`src/rtl/keypad_scan_fifo.sv`:
```
`default_nettype none
// ============================================================================
// Module   : keypad_scan_fifo
// Purpose  : Matrix-keypad scanner with per-key debounce and a key-event FIFO.
//            Define KEY_RELEASE_EVT_EN to also queue key-release events.
// Revision : 1.0 - initial release
// ============================================================================
module keypad_scan_fifo #(
    parameter int ROWS           = 4,
    parameter int COLS           = 4,
    parameter int SCAN_DIV       = 16,
    parameter int DEBOUNCE_SCANS = 3,
    parameter int FIFO_DEPTH     = 4,
    localparam int CODE_W        = $clog2(ROWS*COLS),
    localparam int CNT_W         = $clog2(FIFO_DEPTH+1)
) (
    input  logic              clk,
    input  logic              rst_n,
    output logic [COLS-1:0]   col,
    input  logic [ROWS-1:0]   fil,
    output logic [CODE_W-1:0] key_code,
    output logic              key_release,
    output logic              key_valid,
    input  logic              key_ready,
    output logic [CNT_W-1:0]  fifo_count,
    output logic              overflow,
    input  logic              overflow_clr
);

    localparam int c_keys    = ROWS * COLS;
    localparam int c_deb_w   = $clog2(DEBOUNCE_SCANS + 1);
    localparam int c_dwell_w = $clog2(SCAN_DIV);
    localparam int c_col_w   = $clog2(COLS);
    localparam int c_ptr_w   = $clog2(FIFO_DEPTH);
`ifdef KEY_RELEASE_EVT_EN
    localparam int c_entry_w = CODE_W + 1;
`else
    localparam int c_entry_w = CODE_W;
`endif

    // ---------------------------------------------------------------- scan
    logic [c_dwell_w-1:0] r_dwell;
    logic [c_col_w-1:0]   r_col_idx;
    logic                 w_sample;

    assign w_sample = (r_dwell == c_dwell_w'(SCAN_DIV - 1));
    assign col      = {{(COLS-1){1'b0}}, 1'b1} << r_col_idx;

    always_ff @(posedge clk or negedge rst_n) begin
        if (!rst_n) begin
            r_dwell   <= '0;
            r_col_idx <= '0;
        end else if (w_sample) begin
            r_dwell   <= '0;
            r_col_idx <= (r_col_idx == c_col_w'(COLS - 1)) ? '0 : r_col_idx + 1'b1;
        end else begin
            r_dwell   <= r_dwell + 1'b1;
        end
    end

    // ------------------------------------------------------------ debounce
    logic [c_keys-1:0]              r_key_state, w_key_state_nxt;
    logic [c_keys-1:0][c_deb_w-1:0] r_deb_cnt, w_deb_cnt_nxt;
    logic [CODE_W-1:0]              w_idx;
    logic                           w_commit;
    logic                           w_evt_valid, r_evt_valid;
    logic [CODE_W-1:0]              w_evt_code, r_evt_code;
`ifdef KEY_RELEASE_EVT_EN
    logic                           w_evt_rel, r_evt_rel;
`endif

    always_comb begin
        w_key_state_nxt = r_key_state;
        w_deb_cnt_nxt   = r_deb_cnt;
        w_idx           = '0;
        w_commit        = 1'b0;
        w_evt_valid     = 1'b0;
        w_evt_code      = '0;
`ifdef KEY_RELEASE_EVT_EN
        w_evt_rel       = 1'b0;
`endif
        if (w_sample) begin
            for (int r = 0; r < ROWS; r++) begin
                w_idx = CODE_W'(r * COLS) + CODE_W'(r_col_idx);
                if (fil[r] == r_key_state[w_idx]) begin
                    w_deb_cnt_nxt[w_idx] = '0;
                end else if (!w_commit &&
                             (r_deb_cnt[w_idx] >= c_deb_w'(DEBOUNCE_SCANS - 1))) begin
                    // Lowest pending row commits; higher pending rows stay saturated
                    w_commit               = 1'b1;
                    w_key_state_nxt[w_idx] = fil[r];
                    w_deb_cnt_nxt[w_idx]   = '0;
                    w_evt_code             = w_idx;
`ifdef KEY_RELEASE_EVT_EN
                    w_evt_valid            = 1'b1;
                    w_evt_rel              = ~fil[r];
`else
                    w_evt_valid            = fil[r];
`endif
                end else if (r_deb_cnt[w_idx] != c_deb_w'(DEBOUNCE_SCANS)) begin
                    w_deb_cnt_nxt[w_idx] = r_deb_cnt[w_idx] + 1'b1;
                end
            end
        end
    end

    always_ff @(posedge clk or negedge rst_n) begin
        if (!rst_n) begin
            r_key_state <= '0;
            r_deb_cnt   <= '0;
            r_evt_valid <= 1'b0;
            r_evt_code  <= '0;
`ifdef KEY_RELEASE_EVT_EN
            r_evt_rel   <= 1'b0;
`endif
        end else begin
            r_key_state <= w_key_state_nxt;
            r_deb_cnt   <= w_deb_cnt_nxt;
            r_evt_valid <= w_evt_valid;
            r_evt_code  <= w_evt_code;
`ifdef KEY_RELEASE_EVT_EN
            r_evt_rel   <= w_evt_rel;
`endif
        end
    end

    // ---------------------------------------------------------------- fifo
    logic [c_entry_w-1:0] r_mem [FIFO_DEPTH];
    logic [c_ptr_w-1:0]   r_wr_ptr, r_rd_ptr;
    logic [CNT_W-1:0]     r_count;
    logic                 r_overflow;
    logic [c_entry_w-1:0] w_wr_entry, w_head;
    logic                 w_full, w_pop, w_push, w_drop;

`ifdef KEY_RELEASE_EVT_EN
    assign w_wr_entry  = {r_evt_rel, r_evt_code};
`else
    assign w_wr_entry  = r_evt_code;
`endif
    assign w_head      = r_mem[r_rd_ptr];
    assign w_full      = (r_count == CNT_W'(FIFO_DEPTH));
    assign key_valid   = (r_count != '0);
    assign w_pop       = key_valid & key_ready;
    // A pop in the same cycle frees the slot a full-FIFO push needs
    assign w_push      = r_evt_valid & (~w_full | w_pop);
    assign w_drop      = r_evt_valid & w_full & ~w_pop;

    assign key_code    = key_valid ? w_head[CODE_W-1:0] : '0;
`ifdef KEY_RELEASE_EVT_EN
    assign key_release = key_valid & w_head[CODE_W];
`else
    assign key_release = 1'b0;
`endif
    assign fifo_count  = r_count;
    assign overflow    = r_overflow;

    always_ff @(posedge clk) begin
        if (w_push) begin
            r_mem[r_wr_ptr] <= w_wr_entry;
        end
    end

    always_ff @(posedge clk or negedge rst_n) begin
        if (!rst_n) begin
            r_wr_ptr   <= '0;
            r_rd_ptr   <= '0;
            r_count    <= '0;
            r_overflow <= 1'b0;
        end else begin
            if (w_push) begin
                r_wr_ptr <= r_wr_ptr + 1'b1;
            end
            if (w_pop) begin
                r_rd_ptr <= r_rd_ptr + 1'b1;
            end
            case ({w_push, w_pop})
                2'b10:   r_count <= r_count + 1'b1;
                2'b01:   r_count <= r_count - 1'b1;
                default: r_count <= r_count;
            endcase
            if (w_drop) begin
                r_overflow <= 1'b1;
            end else if (overflow_clr) begin
                r_overflow <= 1'b0;
            end
        end
    end

endmodule
`default_nettype wire

```
`config.mk`:
```
export PLATFORM = sky130hd
export DESIGN_NAME = keypad_scan_fifo
export DESIGN_NICKNAME = d
export VERILOG_FILES = /design/src/rtl/keypad_scan_fifo.sv
export SDC_FILE = /design/constraint.sdc
export NUM_CORES = 1
export LEC_CHECK = 0
export ABC_AREA = 1
export BUFFER_PORTS_ARGS = -buffer_cell sky130_fd_sc_hd__buf_2
export CAP_MARGIN = 20
export CORE_MARGIN = 2
export CORE_UTILIZATION = 60
export CTS_CLUSTER_SIZE = 14
export DETAILED_ROUTE_END_ITERATION = 16
export PLACE_DENSITY = 0.77
export SYNTH_ARGS = -nofsm -noshare
export SYNTH_HDL_FRONTEND = slang
export SYNTH_SLANG_ARGS = --single-unit
```
`constraint.sdc`:
```
create_clock -name clk -period 4.32 [get_ports clk]
set_clock_uncertainty 0.1 [all_clocks]
set_input_delay 0.432 -clock clk [delete_from_list [all_inputs] [get_ports clk]]
set_output_delay 0.432 -clock clk [all_outputs]
set_load 0.05 [all_outputs]
```
==> results.py, run 1 <==
metrics = {
    "yosys": {
        "synthDistinctLibCells": 37,
        "net_count_after_synthesis": 655,
        "synth_ff_type": "dfrtp_1",
        "synthesis.instances": 632,
        "synthesis.area_um2": 4840,
        "synthTopCellsByCount": "nand2_1, nor2_1, dfrtp_1, nand3_1, inv_1",
        "synth_top_area_share_pct": 34.6,
        "ys.warnings.count": 0,
        "synth_area_per_cell_um2": 7.66,
        "synth-seq-cells": 83,
        "cell_type_with_the_largest_total_area_after_synthesis": "dfrtp_1",
        "leading_cell_type_by_number_of_instances_after_synthesis": "nand2_1",
        "netlist_top_cells_area": "dfrtp_1, nand2_1, edfxtp_1, nand3_1, nor2_1",
        "synth-edff-count": 16,
        "synth-seq-area-share_pct": 44.5,
        "asyncSetResetFlopFracSynth_pct": 80.7,
    },
    "global_route": {
        "grt_first_pass_wirelength_um": 17900,
        "grt_start_max_net_pins": 46,
        "initial_antenna_violation_count": 0,
        "grt_usage_pct": 25.8,
        "via_count_of_the_first_global_routing_pass": 4069,
        "grt_remaining_overflow": 0,
    },
    "sta": {
        "final.hold.worst_slack_ns": 0.171,
        "fmaxAchievable_mhz": 357,
        "period_share_pct": 64.9,
        "worst_slew_pin_tran_ns": 0.872,
        "grt_setup_unrepaired": "false",
        "totalNegativeSetupSlack_ns": 0,
        "min_period_ns": 2.80,
        "timing.final.max_slew_violations": 0,
        "max_slew_margin_pct": 41.8,
        "finalHoldViolCount": 0,
        "setup_viol": 0,
    },
    "clock_network": {
        "ctsResizeCount": 0,
        "clk_pin_slew_ns": 0.09,
        "clk_root_buffer_cell": "clkbuf_8",
        "cts-buffers-inserted": 9,
        "tritoncts": "done",
        "clk-insertion-delay-late_ns": 0.36,
        "clkSinkCount": 83,
        "clk_path_buf_depth": 2,
        "cts_setup_buffers": 0,
        "clock_tree.htree_level_count": 3,
        "cts_hold_buf": 0,
    },
    "drt": {
        "drtIter0Drc": 303,
        "avgViaCountPerCell": 5.62,
        "drt.antenna.violating_nets": 0,
        "uppermost_layer_routed": "met4",
        "routedWlPerCell_um": 14.1,
        "met2_wirelength_um": 5360,
        "via_count": 4251,
        "drt_first_pass_iters": 5,
        "met3WireLength_um": 435,
        "totalWireLength_um": 10600,
        "drt_drc_violations_left": 0,
        "wl_met1_um": 4530,
    },
    "layout": {
        "nNetsFinal": 672,
        "layout-drive-gt1-share_pct": 12.1,
        "layout-area-overhead-vs-synth_pct": 8.63,
        "num-fill-cells": 644,
        "insertedDiodeCount": 0,
        "postLayoutCoreUtil_pct": 67.7,
    },
    "worst_setup_path": {
        "path_class": "reg2reg",
        "end_kind": "register",
        "critical_path.reg2reg.endpoint": "r_deb_cnt[1]$_DFFE_PN0P_",
        "crit_arrival_ns": 2.94,
        "worstPathRequired_ns": 4.46,
        "r2r_setup_slack_ns": 1.52,
        "startpoint": "r_col_idx[1]$_DFFE_PN0P_",
        "path_max_fanout": 16,
        "regToRegStartpoint": "r_col_idx[1]$_DFFE_PN0P_",
        "worstSetupStartpointType": "register",
        "worstRegToRegCells": 9,
        "critical_path.endpoint": "r_deb_cnt[1]$_DFFE_PN0P_",
    },
    "floorplanning": {
        "dieHeight_um": 93.8,
        "die_area_um2": 8810,
        "boundaryPins": 22,
        "core_area_um2": 7770,
        "floorplan.die.width_um": 93.8,
        "initial_core_util_pct": 62.4,
        "floorplan.rows": 32,
    },
    "power_and_ir_drop": {
        "power_density_nw_per_um2": 401,
        "vdd.ir_drop.worst_v": 0.000194,
        "cellLeakagePower_nw": 2.63,
    },
    "placement": {
        "place_hpwl_um": 7300,
        "gp_routability_congestion": 0.895,
        "portBuffers": 20,
    },
    "hold_path": {
        "worst_hold_path_type": "in2reg",
    },
    "status": {
        "run_status": "finished, final reports clean",
    },
    "flow_run": {
        "cap_viol_max_count": 0,
    },
}
-- cell families after synthesis --
logic type | after synthesis | synth area share (%)
XOR/XNOR | 6 | 1.08
other | 1 | 0.0774
AO/OA/AOI/OAI | 85 | 9.48
adder cells (fa/ha/maj) | 15 | 4.03
flip-flops | 83 | 44.5
AND/OR/NAND/NOR | 358 | 33.2
buffers and inverters | 84 | 7.62
-- layout by cell type, fill, tap and decap left out, types with 13 or more instances in the layout --
cell type	netlist	final
a21oi_1	13	13
buf_2	5	20
dfrtp_1	67	67
edfxtp_1	16	16
ha_1	14	14
inv_1	58	58
nand2_1	180	180
nand2_2	14	14
nand3_1	60	60
nor2_1	71	71
o21ai_0	50	50
-- how the worst min path moves through the flow --
| stage | from | end | slack, ns | depth (start not counted) |
|---|---|---|---|---|
| 2_1_floorplan | rst_n | fifo_count[0]$_DFFE_PN0P_ | 0.04 | 0 |
| 3_3_place_gp | r_evt_code[2]$_DFF_PN0_ | r_mem[0][2]$_DFFE_PP_ | 0.37 | 0 |
| 3_5_place_dp | r_evt_code[2]$_DFF_PN0_ | r_mem[3][2]$_DFFE_PP_ | 0.37 | 0 |
| 4_1_cts | rst_n | overflow$_DFFE_PN0P_ | 0.17 | 1 |
| 5_1_grt | overflow_clr | overflow$_DFFE_PN0P_ | 0.17 | 2 |
| 6_report | overflow_clr | overflow$_DFFE_PN0P_ | 0.17 | 2 |
-- area by class of cell --
type	count	area, um^2	area share [%]
clock buffer	10	128	2.43
clock inverter	6	136	2.59
inverter	66	250	4.76
multi-input combinational	465	2320	44.0
sequential	83	2160	41.0
tap	102	128	2.43
timing repair buffer	24	145	2.76
-- state kept, by name, summed over array words and instances, names as in the netlist --
register / flops
r_col_idx: 2
fifo_count: 3
r_evt_valid: 1
r_deb_cnt: 32
r_wr_ptr: 2
r_key_state: 16
r_mem: 16
r_rd_ptr: 2
overflow: 1
r_evt_code: 4
r_dwell: 4
-- report_power, final --
group          internal (W)  switching (W)
clock network      0.000445       0.000284
registers          0.000844      0.0000554
logic              0.000130       0.000353
-- worst max-delay path, stage by stage (launching register included) --
cell	delay, ns
dfrtp_1	0.74
inv_2	0.30
nand3_1	0.18
nand2_1	0.08
nand2_1	0.14
nand4_1	0.46
o21ai_0	0.39
inv_1	0.14
nor2_1	0.10
a31oi_1	0.05
-- metal layers --
metal,track usage [%],vias to the layer above
met1,30.0,2010
met2,46.1,132
met5,0,-
li1,-,2081
met4,11.8,0
met3,4.49,28
-- per-stage QoR --
step | std cells | power (W) | setup slack (ns) | cell area (um^2)
floorplan | 632 | 0.00128 | 1.67 | 4840
finish | 756 | 0.00211 | 1.52 | 5260
global placement | 738 | 0.00138 | 1.82 | 4970
CTS | 754 | 0.00212 | 1.57 | 5230
detailed placement | 738 | 0.00140 | 1.68 | 4970
global route | 756 | 0.00222 | 1.34 | 5260
Note: power is estimated with default switching activity, not from simulation.
==> run 2, diff against run 1 <==
--- a/config.mk
+++ b/config.mk
@@ -9,10 +9,10 @@
 export BUFFER_PORTS_ARGS = -buffer_cell sky130_fd_sc_hd__buf_2
 export CAP_MARGIN = 20
 export CORE_MARGIN = 2
-export CORE_UTILIZATION = 60
+export CORE_UTILIZATION = 56
 export CTS_CLUSTER_SIZE = 14
 export DETAILED_ROUTE_END_ITERATION = 16
-export PLACE_DENSITY = 0.77
+export PLACE_DENSITY = 0.75
 export SYNTH_ARGS = -nofsm -noshare
 export SYNTH_HDL_FRONTEND = slang
 export SYNTH_SLANG_ARGS = --single-unit
==> constraint.sdc (replaced) <==
create_clock -name clk -period 2.2 [get_ports clk]
set_clock_uncertainty 0.1 [all_clocks]
set_input_delay 0.22 -clock clk [delete_from_list [all_inputs] [get_ports clk]]
set_output_delay 0.22 -clock clk [all_outputs]
set_load 0.05 [all_outputs]
==> results.py, run 2 (same netlist as run 1, synthesis figures left out) <==
metrics = {
    "layout": {
        "post-route-cell-area_um2": 5780,
        "layout-drive-gt1-share_pct": 23.4,
        "final_common_cell": "nand2_1",
        "nNetsFinal": 722,
        "largest-register": "r_deb_cnt",
        "largest_register_ffs": 32,
        "biggestRegsByFlops": "r_deb_cnt (32), r_key_state (16), r_mem (16)",
        "layout.cells.most_common_list": "nand2_1, dfrtp_1, nor2_1, nand3_1, inv_1",
        "layout-area-overhead-vs-synth_pct": 19.3,
        "insertedDiodeCount": 0,
    },
    "floorplanning": {
        "floorplan.die.width_um": 97,
        "dieHeight_um": 97,
        "initial_core_util_pct": 58.4,
        "boundaryPins": 22,
        "floorplan.rows": 33,
        "core_area_um2": 8300,
        "die_area_um2": 9410,
    },
    "clock_network": {
        "clk_root_buffer_cell": "clkbuf_8",
        "clock_tree.htree_level_count": 3,
        "clkSinkCount": 83,
        "clk-insertion-delay-late_ns": 0.36,
        "clk_path_buf_depth": 2,
        "cts-buffers-inserted": 9,
        "clk_pin_slew_ns": 0.10,
        "tritoncts": "done",
    },
    "worst_setup_path": {
        "critical_path.cell_chain": "clkinv_4 > buf_4 > nand2_1 > nand2_1 > nand2_1 > o21ai_4 > nand3_4 > nand2_4 > nor2_4 > buf_4 > a21oi_1 > nand2_1 > nand3_1 > inv_1",
        "critical_path.most_common_cell": "nand2_1",
        "worstPathRequired_ns": 2.35,
        "gate_family_responsible_for_the_most_delay_along_the_worst_path": "simple AND/OR/NAND/NOR gates",
        "end_kind": "register",
        "critical_path.endpoint": "r_evt_code[0]$_DFF_PN0_",
        "critical_path.reg2reg.endpoint": "r_evt_code[0]$_DFF_PN0_",
        "slowest_stage": "dfrtp_2",
        "cp_num_cells": 14,
        "r2r_setup_slack_ns": 0.07,
        "path_max_fanout": 7,
        "startpoint": "r_col_idx[0]$_DFFE_PN0P_",
        "path_class": "reg2reg",
        "crit_arrival_ns": 2.28,
        "regToRegStartpoint": "r_col_idx[0]$_DFFE_PN0P_",
        "slowest_stage_delay_on_critical_path_ns": 0.47,
        "worstSetupStartpointType": "register",
        "timing.critical_path.buf_inv": 4,
        "worstRegToRegCells": 14,
    },
    "power_and_ir_drop": {
        "vdd.ir_drop.worst_v": 0.000397,
        "power_w": 0.00403,
        "power_density_nw_per_um2": 698,
        "cellLeakagePower_nw": 2.86,
    },
    "placement": {
        "place_hpwl_um": 8190,
        "portBuffers": 20,
        "gp_routability_congestion": 0.924,
        "placed_area_um2": 5260,
    },
    "drt": {
        "drt.antenna.violating_nets": 0,
        "totalWireLength_um": 11600,
        "avgViaCountPerCell": 5.44,
        "drtIter0Drc": 303,
        "drt_first_pass_iters": 5,
        "routedWlPerCell_um": 14.3,
        "via_count": 4405,
        "drt_drc_violations_left": 0,
    },
    "sta": {
        "min_period_ns": 2.13,
        "timing.final.max_slew_violations": 0,
        "setup_viol": 0,
        "period_share_pct": 96.6,
        "max_slew_margin_pct": 57.3,
        "worst_slew_pin_tran_ns": 0.640,
        "finalHoldViolCount": 0,
        "fmaxAchievable_mhz": 470,
        "final.hold.worst_slack_ns": 0.128,
        "grt_setup_unrepaired": "true",
    },
    "global_route": {
        "grt_first_pass_wirelength_um": 18800,
        "grt_usage_pct": 24.3,
        "initial_antenna_violation_count": 0,
        "via_count_of_the_first_global_routing_pass": 4046,
        "grt_remaining_overflow": 0,
        "grt_start_max_net_pins": 29,
    },
    "status": {
        "run_status": "finished, final reports clean",
    },
    "flow_run": {
        "cap_viol_max_count": 0,
    },
    "hold_path": {
        "hold_path.startpoint": "key_ready",
        "worst_hold_path_type": "in2reg",
    },
}
[run 2: final cells by class]
class                   count  area (um^2)
fillers                   602         2520
inverters                  66          267
well taps                 105          131
clock inverters             6         75.1
flip-flops and latches     83         2160
multi-input cells         465         2450
clock buffers              10          149
repair buffers             74          547
[run 2: repair_timing]
item                                    4_1_cts  5_1_grt
gates resized for setup                       1       45
endpoints found under the setup margin        7       42
pin swaps                                     1        8
hold endpoints to repair                     25        0
hold buffers                                  2        0
setup buffers                                 1       15
[run 2: worst min-delay path by stage]
stage / cells past startpoint / slack, ns / to
after floorplan: 0 / -0.18 / fifo_count[0]$_DFFE_PN0P_
after global placement: 1 / 0.17 / r_rd_ptr[0]$_DFFE_PN0N_
after detailed placement: 1 / 0.18 / r_rd_ptr[0]$_DFFE_PN0N_
after CTS: 4 / 0.11 / overflow$_DFFE_PN0P_
after global routing: 4 / 0.15 / overflow$_DFFE_PN0P_
final: 4 / 0.13 / overflow$_DFFE_PN0P_
[run 2: stage by stage]
stage / worst slack [ns] / utilization, % / TNS, ns / std cells
2_1_floorplan: -0.112 / - / -0.764 / 632
3_3_place_gp: 0.0513 / 63.3 / 0 / 775
3_5_place_dp: 0.0152 / 63.3 / 0 / 775
4_1_cts: 0.00150 / 66.5 / 0 / 794
5_1_grt: -0.0440 / 69.6 / -0.560 / 809
6_report: 0.0737 / 69.6 / 0 / 809
[run 2: per-layer routing]
layer | routed length [um] | track usage (%) | share of wire (%) | up-vias
li1 | - | - | - | 2184
met1 | 5240 | 32.7 | 45 | 2062
met2 | 5610 | 39.5 | 49 | 138
met3 | 515 | 3.97 | 4.5 | 21
met4 | 195 | 9.43 | 1.7 | 0
met5 | 0 | 0 | 0 | -
[run 2: report_power, final]
group / internal, W / switching, W / leakage, nW
Sequential: 0.00166 / 0.000119 / 0.991
Combinational: 0.000304 / 0.000730 / 1.75
Clock: 0.000612 / 0.000604 / 0.111
[run 2: worst register-to-register path, stage by stage, from the launching register on]
cell      delay (ns)
dfrtp_2         0.47
clkinv_4        0.10
buf_4           0.15
nand2_1         0.05
nand2_1         0.06
nand2_1         0.10
o21ai_4         0.13
nand3_4         0.12
nand2_4         0.12
nor2_4          0.07
buf_4           0.13
a21oi_1         0.19
nand2_1         0.09
nand3_1         0.09
inv_1           0.05
==> run 3, diff against run 2 <==
--- a/config.mk
+++ b/config.mk
@@ -8,10 +8,13 @@
 export ABC_AREA = 1
 export BUFFER_PORTS_ARGS = -buffer_cell sky130_fd_sc_hd__buf_2
 export CAP_MARGIN = 20
+export CELL_PAD_IN_SITES_DETAIL_PLACEMENT = 1
+export CELL_PAD_IN_SITES_GLOBAL_PLACEMENT = 2
 export CORE_MARGIN = 2
-export CORE_UTILIZATION = 56
+export CORE_UTILIZATION = 33
 export CTS_CLUSTER_SIZE = 14
 export DETAILED_ROUTE_END_ITERATION = 16
+export GPL_TIMING_DRIVEN = 0
 export PLACE_DENSITY = 0.75
 export SYNTH_ARGS = -nofsm -noshare
 export SYNTH_HDL_FRONTEND = slang
==> results.py, run 3 (same netlist as run 1, synthesis figures left out) <==
metrics = {
    "status": {
        "run_status": "finished, final reports clean",
    },
    "worst_setup_path": {
        "worstSetupStartpointType": "register",
        "crit_arrival_ns": 2.34,
        "path_max_fanout": 8,
        "worstPathRequired_ns": 2.34,
        "end_kind": "register",
        "path_class": "reg2reg",
    },
    "floorplanning": {
        "dieHeight_um": 125,
        "die_area_um2": 15700,
        "initial_core_util_pct": 33.6,
        "floorplan.rows": 44,
        "floorplan.die.width_um": 125,
        "core_area_um2": 14400,
        "boundaryPins": 22,
    },
    "layout": {
        "post-route-cell-area_um2": 6610,
        "layout-area-overhead-vs-synth_pct": 36.4,
        "postLayoutCoreUtil_pct": 45.8,
        "biggestRegsByFlops": "r_deb_cnt (32), r_key_state (16), r_mem (16)",
        "final_common_cell": "nand2_1",
        "largest-register": "r_deb_cnt",
        "nNetsFinal": 727,
        "layout.cells.most_common_list": "nand2_1, dfrtp_1, nand3_1",
        "layout-drive-gt1-share_pct": 33.1,
        "insertedDiodeCount": 0,
        "largest_register_ffs": 32,
    },
    "flow_run": {
        "cap_viol_max_count": 0,
    },
    "drt": {
        "drtIter0Drc": 159,
        "via_count": 4478,
        "drt.antenna.violating_nets": 0,
        "routedWlPerCell_um": 17.5,
        "totalWireLength_um": 15600,
        "drt_drc_violations_left": 0,
        "avgViaCountPerCell": 5.01,
        "drt_first_pass_iters": 4,
    },
    "clock_network": {
        "clk_path_buf_depth": 2,
        "cts-buffers-inserted": 9,
        "clkSinkCount": 83,
        "clock_tree.htree_level_count": 3,
        "clk_pin_slew_ns": 0.06,
        "clk_root_buffer_cell": "clkbuf_16",
        "tritoncts": "done",
        "clk-insertion-delay-late_ns": 0.35,
    },
    "placement": {
        "place_hpwl_um": 10200,
        "placed_area_um2": 5220,
        "gp_routability_congestion": 0.822,
        "portBuffers": 20,
    },
    "sta": {
        "max_slew_margin_pct": 61.5,
        "timing.final.max_slew_violations": 0,
        "totalNegativeSetupSlack_ns": 0,
        "worst_slew_pin_tran_ns": 0.576,
        "grt_setup_unrepaired": "true",
        "setup_viol": 0,
        "min_period_ns": 2.20,
        "period_share_pct": 100,
        "final.hold.worst_slack_ns": 0.132,
        "fmaxAchievable_mhz": 455,
        "finalHoldViolCount": 0,
    },
    "global_route": {
        "grt_remaining_overflow": 0,
        "via_count_of_the_first_global_routing_pass": 4564,
        "grt_first_pass_wirelength_um": 23600,
        "grt_usage_pct": 19.0,
        "initial_antenna_violation_count": 0,
        "grt_start_max_net_pins": 62,
    },
    "power_and_ir_drop": {
        "cellLeakagePower_nw": 3.06,
        "power_density_nw_per_um2": 671,
        "vdd.ir_drop.worst_v": 0.000338,
    },
    "hold_path": {
        "worst_hold_path_type": "in2async",
    },
}
run 3: cell count changes in the layout (fill, tap and decap cells not counted), sizes merged:
cell,previous run,this run
clkinvlp,4,5
clkinv,2,4
inv,65,63
clkbuf,10,18
buf,72,68
run 3: area by class of cell:
type | instances | area, um^2
tap | 184 | 230
timing repair inverter | 1 | 5.00
multi-input combinational | 465 | 2890
timing repair buffer | 61 | 526
buffer | 17 | 210
fill | 1688 | 7820
clock buffer | 10 | 239
clock inverter | 6 | 63.8
sequential | 83 | 2160
inverter | 66 | 279
run 3: metal layers:
metal	share of wire, %	track usage [%]	vias up
met5	0	0	-
met4	2.6	8.56	0
met3	2.4	2.31	30
met2	51	33.4	56
met1	44	23.3	2185
li1	-	-	2207
run 3: final timing paths:
path                                            start                          to  slack [ns]  cells after the start
hold reg to reg            r_key_state[0]$_DFFE_PN0P_  r_key_state[0]$_DFFE_PN0P_        0.40                      2
setup / recovery             r_col_idx[0]$_DFFE_PN0P_   r_deb_cnt[26]$_DFFE_PN0P_      0.0007                     16
min in group clk                            key_ready        overflow$_DFFE_PN0P_        0.14                      4
hold / removal                                  rst_n     r_rd_ptr[1]$_DFFE_PN0N_        0.13                      2
max in group asynchronous                       rst_n    r_col_idx[1]$_DFFE_PN0P_        1.31                      3
setup reg to reg             r_col_idx[0]$_DFFE_PN0P_   r_deb_cnt[26]$_DFFE_PN0P_      0.0007                     16
run 3: repair_timing:
action | in CTS | in global routing
hold buffers | 2 | 0
resized for setup | 42 | 159
setup buffers | 12 | 21
pin swaps | 4 | 50
endpoints found under the setup margin | 51 | 56
hold endpoints to repair | 68 | 0
gates cloned | 0 | 6
run 3: critical path: stages (launching register included):
cell	delay, ns
dfrtp_2	0.42
buf_8	0.16
clkinv_8	0.09
clkbuf_16	0.16
nand2_4	0.06
nand3_4	0.09
nand2_4	0.08
nand2_4	0.06
nand3_4	0.12
nand2_8	0.08
nor2_4	0.19
nor2_4	0.07
buf_4	0.15
nand3_1	0.07
nand2_1	0.07
nand2_1	0.06
nand2_1	0.05
run 3: where the power goes:
part,leakage (nW),total [W],switching [W],internal (W)
Combinational,1.93,0.00108,0.000767,0.000310
Sequential,0.991,0.00179,0.000127,0.00167
Clock,0.147,0.00156,0.000653,0.000911
run 3: per-stage QoR:
step | setup slack [ns] | total power, W | std cells
6_report | 0.000729 | 0.00443 | 893
5_1_grt | -0.109 | 0.00465 | 893
4_1_cts | -0.0128 | 0.00442 | 867
3_5_place_dp | -0.740 | 0.00282 | 837
3_3_place_gp | -0.710 | 0.00277 | 836
2_1_floorplan | -0.112 | 0.00254 | 632
